`config.mk`:
```
export PLATFORM = sky130hd
export DESIGN_NAME = alarm_ring_ctrl
export DESIGN_NICKNAME = d
export VERILOG_FILES = /design/src/rtl/alarm_ring_ctrl.sv
export SDC_FILE = /design/constraint.sdc
export NUM_CORES = 1
export LEC_CHECK = 0
export BUFFER_PORTS_ARGS = -buffer_cell sky130_fd_sc_hd__buf_2
export CAP_MARGIN = 20
export CORE_AREA = 2 2 86 88
export DETAILED_ROUTE_END_ITERATION = 10
export DIE_AREA = 0 0 88 90
export PLACE_DENSITY = 0.67
export SKIP_LAST_GASP = 1
export SYNTH_ARGS = -nofsm -noshare
export SYNTH_HDL_FRONTEND = slang
export SYNTH_SLANG_ARGS = --single-unit
```
`constraint.sdc`:
```
create_clock -name CP -period 5.9 [get_ports CP]
set_clock_uncertainty 0.1 [all_clocks]
set_input_delay 1.18 -clock CP [delete_from_list [all_inputs] [get_ports CP]]
set_output_delay 1.18 -clock CP [all_outputs]
set_load 0.02 [all_outputs]
```
`src/rtl/alarm_ring_ctrl.sv`:
```
// Alarm sequencing controller: holds the programmed alarm, detects the alarm
// instant against the running BCD time, and drives buzzer/LED with snooze/stop.
module alarm_ring_ctrl #(
  parameter int RING_SEC   = 60,
  parameter int SNOOZE_MIN = 5,
  parameter int MAX_SNOOZE = 3
) (
  input  logic        CP,
  input  logic        CR,
  input  logic        tick_1hz,
  input  logic [7:0]  show_hour,
  input  logic [7:0]  show_min,
  input  logic [7:0]  show_sec,
  input  logic [7:0]  pre_hour,
  input  logic [7:0]  pre_min,
  input  logic        PE,
  input  logic        active_alarm,
  input  logic        snooze_btn,
  input  logic        stop_btn,
  output logic        ring,
  output logic        light,
  output logic [1:0]  state,
  output logic [1:0]  snooze_cnt,
  output logic [15:0] target_time
);

  localparam logic [1:0] ST_IDLE    = 2'b00;
  localparam logic [1:0] ST_ARMED   = 2'b01;
  localparam logic [1:0] ST_RINGING = 2'b10;
  localparam logic [1:0] ST_SNOOZE  = 2'b11;

  localparam logic [7:0] RING_SEC_L   = 8'(RING_SEC);
  localparam logic [3:0] SNOOZE_MIN_L = 4'(SNOOZE_MIN);
  localparam logic [1:0] MAX_SNOOZE_L = 2'(MAX_SNOOZE);

  logic [15:0] base;
  logic [7:0]  timer;
  logic        phase;
  logic        match_d;

  logic        match;
  logic        match_rise;
  logic        timeout;

  logic [1:0]  nxt_state;
  logic [1:0]  nxt_cnt;
  logic [15:0] nxt_target;
  logic [15:0] nxt_base;
  logic [7:0]  nxt_timer;
  logic        nxt_phase;

  // Adds the snooze delay to a {hour,min} BCD time, wrapping 23:59 -> 00:xx.
  function automatic logic [15:0] bcd_add_snooze(input logic [15:0] t);
    logic [4:0] min_lo;
    logic [3:0] min_hi;
    logic [3:0] hr_hi;
    logic [3:0] hr_lo;
    logic       hr_carry;
    min_lo   = {1'b0, t[3:0]} + {1'b0, SNOOZE_MIN_L};
    min_hi   = t[7:4];
    hr_hi    = t[15:12];
    hr_lo    = t[11:8];
    hr_carry = 1'b0;
    if (min_lo > 5'd9) begin
      min_lo = min_lo - 5'd10;
      min_hi = min_hi + 4'd1;
    end
    if (min_hi >= 4'd6) begin
      min_hi   = min_hi - 4'd6;
      hr_carry = 1'b1;
    end
    if (hr_carry) begin
      if (hr_hi == 4'd2 && hr_lo == 4'd3) begin
        hr_hi = 4'd0;
        hr_lo = 4'd0;
      end else if (hr_lo == 4'd9) begin
        hr_lo = 4'd0;
        hr_hi = hr_hi + 4'd1;
      end else begin
        hr_lo = hr_lo + 4'd1;
      end
    end
    return {hr_hi, hr_lo, min_hi, min_lo[3:0]};
  endfunction

  assign match      = ({show_hour, show_min} == target_time) && (show_sec == 8'h00);
  assign match_rise = match & ~match_d;
  assign timeout    = (timer == RING_SEC_L);

  always_comb begin
    nxt_state  = state;
    nxt_cnt    = snooze_cnt;
    nxt_target = target_time;
    nxt_base   = base;
    nxt_timer  = timer;
    nxt_phase  = phase;
    if (PE) begin
      nxt_base   = {pre_hour, pre_min};
      nxt_target = {pre_hour, pre_min};
      nxt_cnt    = 2'd0;
      nxt_timer  = 8'd0;
      nxt_phase  = 1'b0;
      nxt_state  = active_alarm ? ST_ARMED : ST_IDLE;
    end else begin
      case (state)
        ST_IDLE: begin
          if (active_alarm) nxt_state = ST_ARMED;
        end
        ST_ARMED: begin
          if (!active_alarm) begin
            nxt_state = ST_IDLE;
          end else if (match_rise) begin
            nxt_state = ST_RINGING;
            nxt_timer = 8'd0;
            nxt_phase = 1'b1;
          end
        end
        ST_RINGING: begin
          // A timeout is handled exactly like a stop press.
          if (stop_btn || timeout) begin
            nxt_state  = ST_ARMED;
            nxt_target = base;
            nxt_cnt    = 2'd0;
          end else if (!active_alarm) begin
            nxt_state  = ST_IDLE;
            nxt_target = base;
            nxt_cnt    = 2'd0;
          end else if (snooze_btn && (snooze_cnt < MAX_SNOOZE_L)) begin
            nxt_state  = ST_SNOOZE;
            nxt_cnt    = snooze_cnt + 2'd1;
            nxt_target = bcd_add_snooze(target_time);
          end else if (tick_1hz) begin
            nxt_timer = timer + 8'd1;
            nxt_phase = ~phase;
          end
        end
        default: begin
          if (stop_btn) begin
            nxt_state  = ST_ARMED;
            nxt_target = base;
            nxt_cnt    = 2'd0;
          end else if (!active_alarm) begin
            nxt_state  = ST_IDLE;
            nxt_target = base;
            nxt_cnt    = 2'd0;
          end else if (match_rise) begin
            nxt_state = ST_RINGING;
            nxt_timer = 8'd0;
            nxt_phase = 1'b1;
          end
        end
      endcase
    end
  end

  // ring/light are derived from the next state so they move on the same edge.
  always_ff @(posedge CP) begin
    if (CR) begin
      state       <= ST_IDLE;
      ring        <= 1'b0;
      light       <= 1'b0;
      snooze_cnt  <= 2'd0;
      target_time <= 16'h0000;
      base        <= 16'h0000;
      timer       <= 8'd0;
      match_d     <= 1'b0;
      phase       <= 1'b0;
    end else begin
      state       <= nxt_state;
      ring        <= (nxt_state == ST_RINGING) & nxt_phase;
      light       <= (nxt_state == ST_RINGING);
      snooze_cnt  <= nxt_cnt;
      target_time <= nxt_target;
      base        <= nxt_base;
      timer       <= nxt_timer;
      match_d     <= match;
      phase       <= nxt_phase;
    end
  end

endmodule
```
==> results.toml, run 1 <==
[run_status]
status = "finished, final reports clean"

[synthesis]
synth_common_cells = "dfxtp_1 (48), nand2_1 (34), nor2_1 (31), a21oi_1 (30)"
synth_warnings = 0
synth_ff_type = "dfxtp_1"
synthArstFlopShare = 0
synth_edf_count = 0
synth_top_area_frac = 0.311
synth_area_per_cell_sq_um = 8.18
syn_area_sq_um = 3090
yosysUniqueCellTypes = 56
yosysMostFrequentCell = "dfxtp_1"
yosysTopAreaCell = "dfxtp_1"
syn-num-nets = 436
ys_ff_latch = 48
synth-seq-area-share = 0.311
synthCells = 377
synthTopCellsByArea = "dfxtp_1 (31%), mux2i_1 (6.8%), xor2_1 (6.0%)"

[final_layout]
layout-drive-gt1-share = 0.201
postLayoutCellArea_sq_um = 3570
fin_cells = 531
nNetsFinal = 490
area_growth_pct = 15.7
num-fill-cells = 678
n_antenna_cell = 0

[clocking]
htreeDepth = 2
holdBufCountCts = 0
cts_tree = "built"
clkTransAtPathRegs_ns = 0.09
numCtsBuffers = 5
cts_setup_buffers = 0
cts_resized = 0
clk_latency_ns = 0.31
cts.sink_count = 48
clockBufferDepth = 2
clock-root-buffer = "clkbuf_8"

[placement]
port_buffers = 68
dp.cells = 523
dp_hpwl_mm = 5.62
placed_cell_area_sq_um = 3450
gp_congestion = 0.861

[sta]
setup_violations = 0
min_period_over_period = 0.549
finalHoldViolCount = 0
tightest_slew_ns = 1.02
setup_tns_ns = 0
holdWs_ns = 0.381
max-slew-margin-rel = 0.319
slew_viol_final = 0
min_period_ns = 3.24
clock.fmax_ghz = 0.309
rsz0062_at_grt = "false"

[critical_path]
crit_path_start_kind = "input pin"
path_class = "input pin to flop"
end_kind = "flop"
rr_worst_depth = 8
timing.rr.start = "timer[1]"
r2r_end = "timer[4]"
cp_max_fo = 12
arrival_ns = 3.38
cp.required_ns = 6.04
r2r_setup_slack_ns = 3.00

[power_and_ir_drop]
p_sw_frac = 0.290
peakVddDrop_mv = 0.0857
combPwrFrac = 0.173
clockPowerShare = 0.341
leakagePower_uw = 0.00151
power_uw = 734
p_sw_uw = 213
power_density_nw_per_um2 = 206
pwr-share-seq = 0.486
internal_power_uw = 522

[global_route]
grt_max_degree = 53
grt_pass1_wl_mm = 13.0
track_usage = 0.201
antenna_found_initial = 0
first_global_vias = 2803
overflow = 0

[drt]
dr.first_iter.drc_count = 227
wirelength_mm = 7.74
drc_errors = 0
antenna_left = 0
vias = 2893
wl_per_cell_um = 14.6
first_pass_iters = 4
viasPerCell = 5.45

[floorplanning]
die_area_sq_um = 7920
core_area_sq_um = 7020
die_w_um = 88
row_count = 31
die_h_um = 90
io_pins = 69
initial_core_util = 0.439

[hold_path]
hold_depth = 2
hp-class = "flop to flop"
hp-start = "base[2]"
holdPathEnd = "base[2]"

[job]
cap_violations = 0
[metal layers]
| layer | vias to the layer above | share of wire | wire (um) | GRT usage |
|---|---|---|---|---|
| met5 | - | 0 | 0 | 0 |
| met4 | 0 | 0.022 | 167 | 0.0769 |
| met3 | 14 | 0.040 | 310 | 0.0376 |
| met2 | 73 | 0.47 | 3680 | 0.309 |
| met1 | 1356 | 0.46 | 3590 | 0.276 |
| li1 | 1450 | - | - | - |
[cell usage in the layout, fill, tap and decap left out, types with 11 or more instances in the layout]
cell type / n
inv_1: 14
nor3_1: 11
xor2_1: 21
nand3_1: 12
dfxtp_1: 48
o21ai_1: 12
nand2_1: 34
nand2b_1: 17
buf_2: 68
ha_1: 12
mux2i_1: 21
nor2_1: 31
a21oi_1: 30
[worst max-delay path: stages]
cell	delay [ns]
buf_2	0.12
and2b_1	0.28
nand2_1	0.07
nor2_1	0.57
nand3_1	0.52
a2111o_1	0.54
o21ai_1	0.10
[how the worst max path moves through the flow]
stage,start,slack (ns),endpoint
3_5_place_dp,stop_btn,2.29,timer[4]
2_1_floorplan,show_hour[6],2.94,timer[4]
4_1_cts,stop_btn,2.60,timer[4]
5_1_grt,stop_btn,2.44,timer[4]
3_3_place_gp,stop_btn,2.45,timer[4]
6_report,stop_btn,2.66,timer[4]
[kinds of logic after synthesis]
kind of cell,after synthesis,share of synthesized area
muxes,24,0.0791
xor gates and xnor gates,28,0.0795
DFF,48,0.311
adders and majority gates,12,0.0487
buffers and inverters,37,0.0519
and+or+nand+nor,136,0.225
AOI/OAI and AO/OA,92,0.204
[sequential cells by signal (all words and copies together), names as in the netlist]
register and flops:
base 16, target_time 16, phase 1, match_d 1, state 2, timer 8, light 1, ring 1
snooze_cnt 2
[final cells by class]
cell class / count / area [sq um] / share of cell area
Tap cell: 99 / 124 / 0.0347
Inverter: 15 / 56.3 / 0.0158
Clock inverter: 3 / 46.3 / 0.0130
Sequential cell: 48 / 961 / 0.269
Timing Repair Buffer: 69 / 348 / 0.0975
Multi-Input combinational cell: 292 / 1960 / 0.550
Clock buffer: 5 / 68.8 / 0.0193
[power groups by stage]
stage | clock network (uW) | registers (uW) | logic, uW
2_1_floorplan | 0 | 366 | 80.6
3_3_place_gp | 0 | 364 | 125
3_5_place_dp | 0 | 364 | 127
4_1_cts | 256 | 357 | 128
5_1_grt | 269 | 360 | 142
6_report | 250 | 357 | 127
[per-stage QoR]
step | setup slack, ns | util
after floorplan | 2.94 | -
after detailed placement | 2.29 | 0.492
final | 2.66 | 0.508
after global placement | 2.45 | 0.492
after global routing | 2.44 | 0.508
after CTS | 2.60 | 0.508
No activity file was read; power rests on OpenSTA's default activity.
==> run 2, diff against run 1 <==
PLACE_DENSITY = 0.7   (was 0.67)
clock period = 2.9 ns   (was 5.9 ns; I/O delays follow)
==> run 2 against run 1 <==
  * Clock-buffer cell count stayed put
  * Critical path type is now flop to flop
  * Die area stayed put
  * Hold slack worse by 0.0040 ns
  * Register-to-register slack worse by 2.7 ns
  * Sequential power is 100% higher
  * Via count is 1.1% higher
  * Largest cell class unchanged
  * Setup slack worse by 2.3 ns
==> results.toml, run 2 (synthesis results as in run 1) <==
[critical_path]
crit_path_start_kind = "flop"
cp.required_ns = 3.03
slowest_delay_ns = 0.48
timing.rr.start = "target_time[0]"
arrival_ns = 2.70
cp_max_fo = 7
rr_worst_depth = 10
r2r_end = "target_time[6]"
path_class = "flop to flop"
cp.buffers_inverters = 1
slowest_stage = "dfxtp_1"
r2r_setup_slack_ns = 0.33
path_delay_family = "compound AO/OA/AOI/OAI gates"
end_kind = "flop"
crit_path_cell_trace = "ha_1 > nand2b_1 > a21o_1 > mux2i_1 > inv_1 > ha_1 > a21oi_1 > a32oi_1 > a21oi_1 > o32ai_1"

[clocking]
cts_setup_buffers = 0
holdBufCountCts = 0
numCtsBuffers = 5
cts.sink_count = 48
clock-root-buffer = "clkbuf_8"
cts_tree = "built"
cts_resized = 0
clk_latency_ns = 0.32
clkTransAtPathRegs_ns = 0.10
htreeDepth = 2
clockBufferDepth = 2

[power_and_ir_drop]
p_sw_uw = 436
leakagePower_uw = 0.00157
p_sw_frac = 0.274
combPwrFrac = 0.166
pwr-share-seq = 0.456
power_density_nw_per_um2 = 433
peakVddDrop_mv = 0.259
clockPowerShare = 0.379
internal_power_uw = 1150

[sta]
min_period_over_period = 0.887
max-slew-margin-rel = 0.483
setup_tns_ns = 0
tightest_slew_ns = 0.776
min_period_ns = 2.57
slew_viol_final = 0
setup_violations = 0
rsz0062_at_grt = "false"
clock.fmax_ghz = 0.389
finalHoldViolCount = 0

[global_route]
first_global_vias = 2634
overflow = 0
grt_pass1_wl_mm = 12.7
track_usage = 0.200
antenna_found_initial = 0
grt_max_degree = 45

[final_layout]
layout-drive-gt1-share = 0.219
area_growth_pct = 18.8
layout_commonest_cell = "buf_2"
final_util = 0.522
nNetsFinal = 500
final_cell_mix = "buf_2 (68), dfxtp_1 (48), nand2_1 (34)"
top_regs = "base x16, target_time x16, timer x8"
n_antenna_cell = 0

[floorplanning]
core_area_sq_um = 7020
die_area_sq_um = 7920
die_w_um = 88
initial_core_util = 0.439
die_h_um = 90
io_pins = 69
row_count = 31

[placement]
dp_hpwl_mm = 5.75
gp_congestion = 0.910
port_buffers = 68

[hold_path]
holdPathEnd = "timer[5]"
hold_depth = 2
hp-class = "flop to flop"
hp-start = "timer[5]"

[drt]
drc_errors = 0
viasPerCell = 5.40
antenna_left = 0
vias = 2924
dr.first_iter.drc_count = 219
wl_per_cell_um = 14.2
wirelength_mm = 7.70
first_pass_iters = 4

[run_status]
status = "finished, final reports clean"

[job]
cap_violations = 0
## run 2: changes by cell type in the layout (fill, tap and decap cells not counted), sizes merged
| cell | delta |
|---|---|
| clkinvlp | -1 |
| bufinv | +1 |
| buf | +10 |
## run 2: layer usage
layer	part of all wire	vias up	track usage
met3	0.065	6	0.0294
met2	0.46	87	0.311
li1	-	1471	-
met5	0	-	0
met1	0.47	1360	0.289
met4	0.0088	0	0.0449
## run 2: worst max path at each step
stage	startpoint	endpoint	slack, ns	depth (start not counted)
floorplan	target_time[0]	target_time[13]	0.45	7
global placement	show_hour[6]	timer[3]	0.24	7
detailed placement	show_hour[6]	timer[3]	0.19	7
CTS	target_time[0]	target_time[6]	0.33	10
global route	target_time[0]	target_time[6]	0.15	10
finish	target_time[0]	target_time[6]	0.33	10
## run 2: metrics by stage
step	total power, uW	hold slack (ns)	area [sq um]	std cells	worst slack, ns
2_1_floorplan	908	0.343	3090	377	0.449
3_3_place_gp	999	0.355	3530	533	0.235
3_5_place_dp	1000	0.367	3530	533	0.189
4_1_cts	1600	0.381	3670	541	0.334
5_1_grt	1660	0.414	3670	541	0.146
6_report	1590	0.377	3670	541	0.329
## run 2: power groups by stage
stage	Sequential (uW)	Clock, uW	Combinational [uW]
CTS	724	611	265
detailed placement	740	0	264
global placement	738	0	261
finish	724	601	263
global route	730	635	293
floorplan	744	0	164
## run 2: layout make-up
cell class | instances | area, sq um
fillers | 679 | 3350
multi-input cells | 292 | 1960
flip-flops and latches | 48 | 961
repair buffers | 79 | 423
well taps | 99 | 124
clock buffers | 5 | 68.8
clock inverters | 3 | 68.8
inverters | 15 | 56.3
## run 2: worst register-to-register path: stages, from the launching register on
cell and delay, ns:
dfxtp_1 0.48, ha_1 0.25, nand2b_1 0.19, a21o_1 0.22, mux2i_1 0.25, inv_1 0.11
ha_1 0.28, a21oi_1 0.04, a32oi_1 0.22, a21oi_1 0.09, o32ai_1 0.25
==> run 3, diff against run 2 <==
GPL_ROUTABILITY_DRIVEN = 0   (was unset)
PLACE_DENSITY = 0.72   (was 0.7)
==> run 3 against run 2 <==
  * Power is 13% lower
  * Global-route usage is 0.55 points lower
  * Highest routed layer unchanged
  * Non-clock buffer count stayed put
==> results.toml, run 3 (synthesis results as in run 1) <==
[floorplanning]
initial_core_util = 0.439
core_area_sq_um = 7020
die_h_um = 90
io_pins = 69
row_count = 31
die_w_um = 88
die_area_sq_um = 7920

[power_and_ir_drop]
p_sw_uw = 404
power_density_nw_per_um2 = 382
pwr-share-seq = 0.524
p_sw_frac = 0.293
combPwrFrac = 0.196
leakagePower_uw = 0.00155
clockPowerShare = 0.280
internal_power_uw = 973
power_uw = 1380
peakVddDrop_mv = 0.223

[final_layout]
multi_input_area_sq_um = 1960
top_regs = "base x16, target_time x16, timer x8"
final_cell_mix = "buf_2 (68), dfxtp_1 (48), nand2_1 (34)"
seqCellArea_sq_um = 961
num-fill-cells = 696
nNetsFinal = 500
layout-drive-gt1-share = 0.215
final_util = 0.514
layout_commonest_cell = "buf_2"
n_antenna_cell = 0
area_growth_pct = 16.9

[critical_path]
path_class = "flop to flop"
end_kind = "flop"
cp.required_ns = 3.01
crit_path_start_kind = "flop"
arrival_ns = 2.72
cp_max_fo = 7

[sta]
tightest_slew_ns = 0.771
max-slew-margin-rel = 0.486
setup_slack_ns = 0.286
finalHoldViolCount = 0
slew_viol_final = 0
setup_violations = 0
min_period_over_period = 0.901
setup_tns_ns = 0
rsz0062_at_grt = "false"
min_period_ns = 2.61
clock.fmax_ghz = 0.383

[global_route]
track_usage = 0.194
antenna_found_initial = 0
overflow = 0
first_global_vias = 2677
grt_pass1_wl_mm = 12.4
grt_max_degree = 45

[run_status]
status = "finished, final reports clean"

[drt]
dr.first_iter.drc_count = 239
vias = 2921
first_pass_iters = 4
viasPerCell = 5.41
wl_per_cell_um = 13.9
antenna_left = 0
wirelength_mm = 7.52
drc_errors = 0

[clocking]
cts_setup_buffers = 0
holdBufCountCts = 0
cts_tree = "built"
cts_resized = 0
clockBufferDepth = 2
htreeDepth = 2
cts.sink_count = 48
numCtsBuffers = 5
clock-root-buffer = "clkbuf_8"
clkTransAtPathRegs_ns = 0.09
clk_latency_ns = 0.30

[placement]
dp_hpwl_mm = 5.67
port_buffers = 68
place_ws_ns = 0.168

[hold_path]
hp-class = "flop to flop"

[job]
cap_violations = 0
-- run 3: cell count changes in the layout (fill, tap and decap cells not counted) --
cell / previous run / this run
clkbuf_1: 0 / 1
bufinv_16: 2 / 0
clkinv_2: 0 / 1
inv_6: 1 / 0
-- run 3: path summary, 6_finish.rpt --
kind	from	to	slack [ns]	cells past startpoint
worst max register to register	target_time[0]	target_time[6]	0.29	10
worst max-delay path	target_time[0]	target_time[6]	0.29	10
worst min register to register	base[6]	base[6]	0.38	2
worst min-delay path	base[6]	base[6]	0.38	2
-- run 3: cell type report --
| type | count | area share |
|---|---|---|
| clock buffer | 6 | 0.0201 |
| inverter | 15 | 0.0156 |
| sequential | 48 | 0.266 |
| tap | 99 | 0.0344 |
| clock inverter | 1 | 0.00139 |
| multi-input combinational | 292 | 0.545 |
| timing repair buffer | 79 | 0.117 |
-- run 3: worst max-delay path, stage by stage (launching register included) --
cell	delay (ns)
dfxtp_1	0.49
ha_1	0.26
nand2b_1	0.20
a21o_1	0.24
mux2i_1	0.27
inv_1	0.12
ha_1	0.28
a21oi_1	0.04
a32oi_1	0.19
a21oi_1	0.08
o32ai_1	0.25
-- run 3: routing by layer --
| layer | routed length, um | vias up | GRT usage |
|---|---|---|---|
| li1 | - | 1470 | - |
| met1 | 3470 | 1356 | 0.267 |
| met2 | 3510 | 83 | 0.305 |
| met3 | 403 | 12 | 0.0331 |
| met4 | 134 | 0 | 0.0654 |
| met5 | 0 | - | 0 |
-- run 3: metrics by stage --
step	hold WS [ns]	area, sq um	std cells
2_1_floorplan	0.343	3090	377
3_3_place_gp	0.357	3530	533
3_5_place_dp	0.370	3530	533
4_1_cts	0.381	3610	540
5_1_grt	0.399	3610	540
6_report	0.378	3610	540
-- run 3: power groups by stage --
stage	logic, uW	clock network (uW)	registers [uW]
after floorplan	164	0	744
after global placement	266	0	736
after detailed placement	270	0	736
after CTS	272	396	721
after global routing	300	416	725
final	270	386	721
